--- src/rtl/core_pipe_ctrl_if.sv ---
// Handshake bundle between the pipeline stage modules and core_pipe_ctrl.
// Perf counter lines are meaningful only when CORE_PIPE_PERF_EN is defined.
interface core_pipe_ctrl_if #(
  parameter int unsigned STAGES = 5,
  parameter int unsigned REG_AW = 5
);
  localparam int unsigned FW_W = $clog2(STAGES - 2);

  logic              dec_val;
  logic [REG_AW-1:0] dec_rs1;
  logic [REG_AW-1:0] dec_rs2;
  logic              dec_rs1_use;
  logic              dec_rs2_use;
  logic [REG_AW-1:0] dec_rd;
  logic              dec_we;
  logic              dec_ld;
  logic              if_wait;
  logic              mem_wait;
  logic              exe_brnch_tkn;

  logic [STAGES-2:0] pipe_enb;
  logic [STAGES-2:0] pipe_kill;
  logic              pc_hold;
  logic              pc_redirect;
  logic [FW_W-1:0]   fwd_sel_rs1;
  logic [FW_W-1:0]   fwd_sel_rs2;
  logic              retire;
  logic [31:0]       perf_stall_cnt;
  logic [31:0]       perf_flush_cnt;

  modport master (
    output dec_val, dec_rs1, dec_rs2, dec_rs1_use, dec_rs2_use, dec_rd,
           dec_we, dec_ld, if_wait, mem_wait, exe_brnch_tkn,
    input  pipe_enb, pipe_kill, pc_hold, pc_redirect, fwd_sel_rs1,
           fwd_sel_rs2, retire, perf_stall_cnt, perf_flush_cnt
  );

  modport slave (
    input  dec_val, dec_rs1, dec_rs2, dec_rs1_use, dec_rs2_use, dec_rd,
           dec_we, dec_ld, if_wait, mem_wait, exe_brnch_tkn,
    output pipe_enb, pipe_kill, pc_hold, pc_redirect, fwd_sel_rs1,
           fwd_sel_rs2, retire, perf_stall_cnt, perf_flush_cnt
  );
endinterface

--- src/rtl/core_pipe_ctrl.sv ---
// Pipeline hazard/stall/flush/bypass control for an N-stage in-order core.
// Optional stall/flush counters are built when CORE_PIPE_PERF_EN is defined.
module core_pipe_ctrl #(
  parameter int unsigned STAGES = 5,
  parameter int unsigned REG_AW = 5
) (
  input logic           clk,
  input logic           rst,
  core_pipe_ctrl_if.slave pipe_if
);
  localparam int unsigned FW_W = $clog2(STAGES - 2);

  typedef struct packed {
    logic              val;
    logic [REG_AW-1:0] rd;
    logic              we;
    logic              ld;
    logic [REG_AW-1:0] rs1;
    logic [REG_AW-1:0] rs2;
    logic              rs1_use;
    logic              rs2_use;
  } sb_t;

  typedef enum logic [2:0] {
    ACT_RUN,
    ACT_RST,
    ACT_MEMW,
    ACT_BRANCH,
    ACT_LDUSE,
    ACT_IFW
  } act_e;

  sb_t sb_q [2:STAGES-1];
  sb_t sb_d [2:STAGES-1];

  act_e              act;
  logic              ld_use;
  logic [STAGES-2:0] enb;
  logic [STAGES-2:0] kill;
  logic              hold;
  logic              redir;
  logic [FW_W-1:0]   fwd1;
  logic [FW_W-1:0]   fwd2;

  // Loads only become forwardable once they sit in WB.
  function automatic logic fwd_hit(input int unsigned s, input logic [REG_AW-1:0] rs);
    return sb_q[s].val && sb_q[s].we && (sb_q[s].rd == rs) &&
           (!sb_q[s].ld || (s == STAGES - 1));
  endfunction

  always_comb begin
    ld_use = 1'b0;
    for (int unsigned s = 2; s <= STAGES - 2; s++) begin
      if (sb_q[s].val && sb_q[s].we && sb_q[s].ld && (sb_q[s].rd != '0) &&
          ((pipe_if.dec_rs1_use && (pipe_if.dec_rs1 == sb_q[s].rd)) ||
           (pipe_if.dec_rs2_use && (pipe_if.dec_rs2 == sb_q[s].rd))))
        ld_use = 1'b1;
    end
    ld_use = ld_use & pipe_if.dec_val;
  end

  always_comb begin
    if (rst)                                        act = ACT_RST;
    else if (pipe_if.mem_wait)                      act = ACT_MEMW;
    else if (pipe_if.exe_brnch_tkn && sb_q[2].val)  act = ACT_BRANCH;
    else if (ld_use)                                act = ACT_LDUSE;
    else if (pipe_if.if_wait)                       act = ACT_IFW;
    else                                            act = ACT_RUN;
  end

  always_comb begin
    enb   = '1;
    kill  = '0;
    hold  = 1'b0;
    redir = 1'b0;
    unique case (act)
      ACT_RST: begin
        enb  = '0;
        kill = '1;
        hold = 1'b1;
      end
      ACT_MEMW: begin
        enb               = '0;
        enb[STAGES-2]     = 1'b1;
        kill[STAGES-2]    = 1'b1;
        hold              = 1'b1;
      end
      ACT_BRANCH: begin
        kill[1:0] = 2'b11;
        redir     = 1'b1;
      end
      ACT_LDUSE: begin
        enb[0]  = 1'b0;
        kill[1] = 1'b1;
        hold    = 1'b1;
      end
      ACT_IFW: begin
        kill[0] = 1'b1;
        hold    = 1'b1;
      end
      default: ;
    endcase
  end

  // Walk oldest to youngest so the youngest eligible producer wins.
  always_comb begin
    fwd1 = '0;
    fwd2 = '0;
    if (!rst) begin
      for (int unsigned k = STAGES - 3; k >= 1; k--) begin
        if (sb_q[2].rs1_use && (sb_q[2].rs1 != '0) && fwd_hit(k + 2, sb_q[2].rs1))
          fwd1 = FW_W'(k);
        if (sb_q[2].rs2_use && (sb_q[2].rs2 != '0) && fwd_hit(k + 2, sb_q[2].rs2))
          fwd2 = FW_W'(k);
      end
    end
  end

  always_comb begin
    sb_d = sb_q;
    if (enb[1]) begin
      sb_d[2].val     = pipe_if.dec_val & ~kill[1];
      sb_d[2].rd      = pipe_if.dec_rd;
      sb_d[2].we      = pipe_if.dec_we;
      sb_d[2].ld      = pipe_if.dec_ld;
      sb_d[2].rs1     = pipe_if.dec_rs1;
      sb_d[2].rs2     = pipe_if.dec_rs2;
      sb_d[2].rs1_use = pipe_if.dec_rs1_use;
      sb_d[2].rs2_use = pipe_if.dec_rs2_use;
    end
    for (int unsigned s = 3; s <= STAGES - 1; s++) begin
      if (enb[s-1]) begin
        sb_d[s] = sb_q[s-1];
        if (kill[s-1])
          sb_d[s].val = 1'b0;
      end
    end
  end

  always_ff @(posedge clk) begin
    if (rst) sb_q <= '{default: '0};
    else     sb_q <= sb_d;
  end

  assign pipe_if.pipe_enb    = enb;
  assign pipe_if.pipe_kill   = kill;
  assign pipe_if.pc_hold     = hold;
  assign pipe_if.pc_redirect = redir;
  assign pipe_if.fwd_sel_rs1 = fwd1;
  assign pipe_if.fwd_sel_rs2 = fwd2;
  assign pipe_if.retire      = (act != ACT_RST) && sb_q[STAGES-1].val && !pipe_if.mem_wait;

`ifdef CORE_PIPE_PERF_EN
  logic [31:0] stall_cnt_q;
  logic [31:0] flush_cnt_q;
  logic        stall_evt;

  assign stall_evt = (act == ACT_MEMW) || (act == ACT_LDUSE) || (act == ACT_IFW);

  always_ff @(posedge clk) begin
    if (rst) begin
      stall_cnt_q <= '0;
      flush_cnt_q <= '0;
    end else begin
      if (stall_evt && (stall_cnt_q != '1)) stall_cnt_q <= stall_cnt_q + 32'd1;
      if (redir && (flush_cnt_q != '1))     flush_cnt_q <= flush_cnt_q + 32'd1;
    end
  end

  assign pipe_if.perf_stall_cnt = stall_cnt_q;
  assign pipe_if.perf_flush_cnt = flush_cnt_q;
`else
  assign pipe_if.perf_stall_cnt = '0;
  assign pipe_if.perf_flush_cnt = '0;
`endif
endmodule

--- src/flat_wrapper.sv ---
// flat-port wrapper written by rule: the top's interface ports become plain ports
module core_pipe_ctrl_flat 
#(
  parameter int unsigned STAGES = 5,
  parameter int unsigned REG_AW = 5
)
  (clk, rst, pipe_if_dec_val, pipe_if_dec_rs1, pipe_if_dec_rs2, pipe_if_dec_rs1_use, pipe_if_dec_rs2_use, pipe_if_dec_rd, pipe_if_dec_we, pipe_if_dec_ld, pipe_if_if_wait, pipe_if_mem_wait, pipe_if_exe_brnch_tkn, pipe_if_pipe_enb, pipe_if_pipe_kill, pipe_if_pc_hold, pipe_if_pc_redirect, pipe_if_fwd_sel_rs1, pipe_if_fwd_sel_rs2, pipe_if_retire, pipe_if_perf_stall_cnt, pipe_if_perf_flush_cnt);
  core_pipe_ctrl_if #(.STAGES(STAGES), .REG_AW(REG_AW)) pipe_if_i ();
  input logic clk;
  input logic rst;
  input wire logic [$bits(pipe_if_i.dec_val)-1:0] pipe_if_dec_val;
  input wire logic [$bits(pipe_if_i.dec_rs1)-1:0] pipe_if_dec_rs1;
  input wire logic [$bits(pipe_if_i.dec_rs2)-1:0] pipe_if_dec_rs2;
  input wire logic [$bits(pipe_if_i.dec_rs1_use)-1:0] pipe_if_dec_rs1_use;
  input wire logic [$bits(pipe_if_i.dec_rs2_use)-1:0] pipe_if_dec_rs2_use;
  input wire logic [$bits(pipe_if_i.dec_rd)-1:0] pipe_if_dec_rd;
  input wire logic [$bits(pipe_if_i.dec_we)-1:0] pipe_if_dec_we;
  input wire logic [$bits(pipe_if_i.dec_ld)-1:0] pipe_if_dec_ld;
  input wire logic [$bits(pipe_if_i.if_wait)-1:0] pipe_if_if_wait;
  input wire logic [$bits(pipe_if_i.mem_wait)-1:0] pipe_if_mem_wait;
  input wire logic [$bits(pipe_if_i.exe_brnch_tkn)-1:0] pipe_if_exe_brnch_tkn;
  output wire logic [$bits(pipe_if_i.pipe_enb)-1:0] pipe_if_pipe_enb;
  output wire logic [$bits(pipe_if_i.pipe_kill)-1:0] pipe_if_pipe_kill;
  output wire logic [$bits(pipe_if_i.pc_hold)-1:0] pipe_if_pc_hold;
  output wire logic [$bits(pipe_if_i.pc_redirect)-1:0] pipe_if_pc_redirect;
  output wire logic [$bits(pipe_if_i.fwd_sel_rs1)-1:0] pipe_if_fwd_sel_rs1;
  output wire logic [$bits(pipe_if_i.fwd_sel_rs2)-1:0] pipe_if_fwd_sel_rs2;
  output wire logic [$bits(pipe_if_i.retire)-1:0] pipe_if_retire;
  output wire logic [$bits(pipe_if_i.perf_stall_cnt)-1:0] pipe_if_perf_stall_cnt;
  output wire logic [$bits(pipe_if_i.perf_flush_cnt)-1:0] pipe_if_perf_flush_cnt;
  assign pipe_if_i.dec_val = pipe_if_dec_val;
  assign pipe_if_i.dec_rs1 = pipe_if_dec_rs1;
  assign pipe_if_i.dec_rs2 = pipe_if_dec_rs2;
  assign pipe_if_i.dec_rs1_use = pipe_if_dec_rs1_use;
  assign pipe_if_i.dec_rs2_use = pipe_if_dec_rs2_use;
  assign pipe_if_i.dec_rd = pipe_if_dec_rd;
  assign pipe_if_i.dec_we = pipe_if_dec_we;
  assign pipe_if_i.dec_ld = pipe_if_dec_ld;
  assign pipe_if_i.if_wait = pipe_if_if_wait;
  assign pipe_if_i.mem_wait = pipe_if_mem_wait;
  assign pipe_if_i.exe_brnch_tkn = pipe_if_exe_brnch_tkn;
  assign pipe_if_pipe_enb = pipe_if_i.pipe_enb;
  assign pipe_if_pipe_kill = pipe_if_i.pipe_kill;
  assign pipe_if_pc_hold = pipe_if_i.pc_hold;
  assign pipe_if_pc_redirect = pipe_if_i.pc_redirect;
  assign pipe_if_fwd_sel_rs1 = pipe_if_i.fwd_sel_rs1;
  assign pipe_if_fwd_sel_rs2 = pipe_if_i.fwd_sel_rs2;
  assign pipe_if_retire = pipe_if_i.retire;
  assign pipe_if_perf_stall_cnt = pipe_if_i.perf_stall_cnt;
  assign pipe_if_perf_flush_cnt = pipe_if_i.perf_flush_cnt;
  core_pipe_ctrl #(.STAGES(STAGES), .REG_AW(REG_AW)) u_core (.clk(clk), .rst(rst), .pipe_if(pipe_if_i));
endmodule
--- config.mk ---
export PLATFORM = sky130hd
export DESIGN_NAME = core_pipe_ctrl_flat
export DESIGN_NICKNAME = d
export VERILOG_FILES = /design/src/rtl/core_pipe_ctrl_if.sv /design/src/rtl/core_pipe_ctrl.sv /design/src/flat_wrapper.sv
export SDC_FILE = /design/constraint.sdc
export NUM_CORES = 1
export LEC_CHECK = 0
export CAP_MARGIN = 20
export CORE_UTILIZATION = 35
export DETAILED_ROUTE_END_ITERATION = 10
export GPL_ROUTABILITY_DRIVEN = 0
export HOLD_SLACK_MARGIN = 0.12
export PLACE_DENSITY = 0.69
export RECOVER_POWER = 50
export SLEW_MARGIN = 20
export SYNTH_ARGS = -nofsm -noshare
export SYNTH_HDL_FRONTEND = slang
export SYNTH_SLANG_ARGS = --single-unit
--- constraint.sdc ---
create_clock -name clk -period 1.56 [get_ports clk]
set_input_delay 0.156 -clock clk [delete_from_list [all_inputs] [get_ports clk]]
set_output_delay 0.156 -clock clk [all_outputs]
set_load 0.03 [all_outputs]
==> implementation parameters <==
Parameter                              Value

Finish
  Top register by number of flip-flops    u_core.sb_q
  Filler cell count    609
  Most common library cell in the layout ignoring fill and taps    sky130_fd_sc_hd__conb_1
  Flip-flop count of the largest register, all copies and words added    35
  Biggest regs    u_core.sb_q x35
  Core utilization of the finished layout    around 50%
  Layout-stage area growth over the synthesis result    38.3%
  Final cell count without fillers    about 440
  Share of layout cells above drive strength 1    roughly a third
  Most frequent cells in the layout    64 x sky130_fd_sc_hd__conb_1, 53 x sky130_fd_sc_hd__buf_4, 32 x sky130_fd_sc_hd__nor2_1
  Antenna diodes    0
  Layout Nets    about 390

Routing
  Via density per instance    between 4 and 5
  Count of vias placed by the detailed router    between 1500 and 2000
  Drt pass-1 iters    11
  Final antenna-violating net count    0
  Total Routed Length    ~5.5 mm
  Count of unresolved DRC violations after routing    11
  Routed length per placed instance    between 10 and 15 um
  DRC violation total after the first TritonRoute iteration    between 70 and 80

Floorplan
  Starting density of the core    between 30 and 40%
  Die extent in x    84.6 um
  Io pins    ~100
  Number of cell rows    29
  Core region area    roughly 6500 um^2
  Vertical extent of the die    84.6 um
  Die area    between 7000 and 8000 um^2

Timing
  Tcrit/Tclk final    128%
  Fin. max-slew vios    0
  Worst clock skew    0.00557 ns
  Final Hold Violating Endpoints    0
  PnR worst setup slack    -0.436 ns
  Relative slew slack    44.8%
  Worst hold slack    roughly 0.36 ns
  Total setup violations reported at the end of the flow    13
  Unrepaired setup endpoints after global routing    yes
  Slew of the pin with the lowest slew margin    approximately 0.83 ns
  Highest Clock Rate    501 MHz
  Aggregate negative setup slack    -2.97 ns
  Final critical delay including setup and external delays    2.00 ns

CTS
  CTS hold repair buffers    0
  Clock sink count    35
  Cell at the root of the clock tree    sky130_fd_sc_hd__clkbuf_8
  Max clock buf depth    2
  Clock Pin Slew Worst Setup and Hold Paths    ~0.070 ns
  CTS tree    built
  CTS buffer count    5
  Worst-skew pair later-pin latency    ~0.28 ns
  CTS H-tree lvls    2

Global routing
  Vias in the first global route    1880
  Remaining global-route overflow    0
  First-pass GRT wire length    around 9 mm
  Antenna violations before repair    0
  Maximum number of pins on one net before global-route repair    25
  Total Routing Usage GR    15.6%

Run status
  Run status    complete, but fails checks
  Failing checks    design-rule violations, negative setup slack

Critical path
  Required time at the worst-slack endpoint    about 1.4 ns
  Top cell family by delay on the critical path    simple AND/OR/NAND/NOR gates
  Sum of buffers and inverters on the critical path    2
  Worst path cell trace    buf_6 -> xnor2_2 -> nand2_1 -> or4_4 -> and4_4 -> buf_12
  Internal reg-to-reg setup slack    between 0.1 and 0.15 ns
  Cell at the slowest stage of the critical path    sky130_fd_sc_hd__or4_4
  Critical path class    reg -> out
  Largest incremental delay on the critical path    approximately 0.53 ns
  Critical Path AT    approximately 1.8 ns
  Critical path peak fanout    4
  Worst setup EP type    primary output
  Startpoint type of the worst setup path    flip-flop

Flow run
  Max-cap violation count    0

Worst hold path
  Class of the tightest hold or removal check    in -> reg

Yosys
  Post-Synthesis Cell Area    between 2000 and 2500 um^2
  Post-synthesis register bit count    35
  Distinct cells, synth    34
  Per-instance average area after synthesis    roughly 8.7 um^2
  Sequential fraction of the synthesis area    slightly below 30%
  Ys Warns    0
  Mapped Cells    274

Power
  Share of total power in combinational logic    between 30% and 40%
  Internal Power    roughly 1.5 mW
  Leakage power total    1.51 nW
  Clock share of power    25.6%
  Max VDD drop    0.000596 V
  Sequential fraction of design power    a little over two fifths
  Total power divided by cell area    around 700 nW/um^2
  NetSw    a little under 800 uW
  Switch share    34.2%

Place
  Inst Count DP    approximately 430
  Post-DP HPWL    approximately 4 mm
  Input/output buffers    39
## routing by layer
layer	global-route usage [%]	vias to the layer above	part of all wire (%)
met4	5.08	0	1.6
li1	-	944	-
met5	0	-	0
met2	29.0	82	53
met1	17.9	921	41
met3	2.75	10	4.8
## power groups by stage
| stage | Clock, mW | Sequential (mW) | Combinational [mW] |
|---|---|---|---|
| floorplan | 0 | 0.990 | 0.582 |
| global placement | 0 | 0.995 | 0.661 |
| detailed placement | 0 | 0.996 | 0.668 |
| CTS | 0.611 | 0.980 | 0.711 |
| global route | 0.646 | 0.985 | 0.780 |
| finish | 0.590 | 0.981 | 0.731 |
## repair_timing
item,CTS,global route
gates cloned,0,0
pin swaps,21,5
resized for setup,71,12
setup buffers,7,1
setup endpoints to repair,13,8
## logic make-up after synthesis
group,after synthesis,share of synthesized area (%)
AOI/OAI and AO/OA,12,4.14
xor gates and xnor gates,40,14.7
buffers and inverters,82,24.6
DFF,35,29.4
muxes,27,11.3
other,1,0.157
and+or+nand+nor,77,15.7
## synth_stat cells
cell | count | area, um^2
sky130_fd_sc_hd__a21oi_1 | 2 | 10.0
sky130_fd_sc_hd__a21oi_2 | 1 | 8.76
sky130_fd_sc_hd__a22oi_1 | 1 | 7.51
sky130_fd_sc_hd__a22oi_2 | 1 | 12.5
sky130_fd_sc_hd__a311o_1 | 1 | 10.0
sky130_fd_sc_hd__a32o_1 | 1 | 10.0
sky130_fd_sc_hd__and2_1 | 3 | 18.8
sky130_fd_sc_hd__and4_1 | 2 | 17.5
sky130_fd_sc_hd__buf_2 | 5 | 25.0
sky130_fd_sc_hd__buf_4 | 65 | 488
sky130_fd_sc_hd__buf_6 | 4 | 45.0
sky130_fd_sc_hd__clkbuf_1 | 5 | 18.8
sky130_fd_sc_hd__conb_1 | 1 | 3.75
sky130_fd_sc_hd__dfxtp_1 | 35 | 701
sky130_fd_sc_hd__inv_1 | 1 | 3.75
sky130_fd_sc_hd__inv_2 | 2 | 7.51
sky130_fd_sc_hd__mux2i_1 | 27 | 270
sky130_fd_sc_hd__nand2_1 | 12 | 45.0
sky130_fd_sc_hd__nand3_1 | 1 | 5.00
sky130_fd_sc_hd__nand4_1 | 7 | 43.8
sky130_fd_sc_hd__nor2_1 | 37 | 139
sky130_fd_sc_hd__nor2b_1 | 5 | 31.3
sky130_fd_sc_hd__nor2b_2 | 1 | 8.76
sky130_fd_sc_hd__nor3_1 | 2 | 10.0
sky130_fd_sc_hd__nor4_1 | 2 | 12.5
sky130_fd_sc_hd__nor4_2 | 1 | 12.5
sky130_fd_sc_hd__o21a_1 | 1 | 7.51
sky130_fd_sc_hd__o21ai_1 | 1 | 5.00
sky130_fd_sc_hd__o21ai_2 | 1 | 8.76
sky130_fd_sc_hd__o22ai_1 | 1 | 6.26
sky130_fd_sc_hd__o22ai_2 | 1 | 12.5
sky130_fd_sc_hd__or4_1 | 4 | 30.0
sky130_fd_sc_hd__xnor2_1 | 36 | 315
sky130_fd_sc_hd__xor2_1 | 4 | 35.0
## layout make-up
cell class,count,area [um^2],share of cell area [%]
clock buffers,6,72.6,2.20
multi-input cells,220,1530,46.5
inverters,3,11.3,0.341
repair buffers,97,851,25.8
flip-flops and latches,35,734,22.3
well taps,77,96.3,2.92
## path summary, 6_finish.rpt
check | start | end | depth (start not counted)
max | u_core.sb_q[35]$_SDFFE_PP0P_ | pipe_if_fwd_sel_rs2[1] | 6
max reg2reg | u_core.sb_q[34]$_SDFFE_PP0P_ | u_core.sb_q[59]$_SDFFE_PP0P_ | 6
min reg2reg | u_core.sb_q[41]$_SDFFE_PP0P_ | u_core.sb_q[41]$_SDFFE_PP0P_ | 2
min | pipe_if_dec_rs2[1] | u_core.sb_q[43]$_SDFFE_PP0P_ | 3
## worst min-delay path, delay by kind of cell
kind / cells / cell delay, ns
buffers and inverters: 1 / 0.29
muxes: 1 / 0.09
and+or+nand+nor: 1 / 0.07
## per-stage QoR
step | setup slack [ns] | area, um^2 | power [mW]
6_report | -0.436 | 3300 | 2.30
5_1_grt | -0.480 | 3300 | 2.41
4_1_cts | -0.406 | 3260 | 2.30
3_5_place_dp | -0.852 | 2960 | 1.66
3_3_place_gp | -0.825 | 2960 | 1.66
2_1_floorplan | -0.0289 | 2650 | 1.57
(Power assumes the default switching activity.)
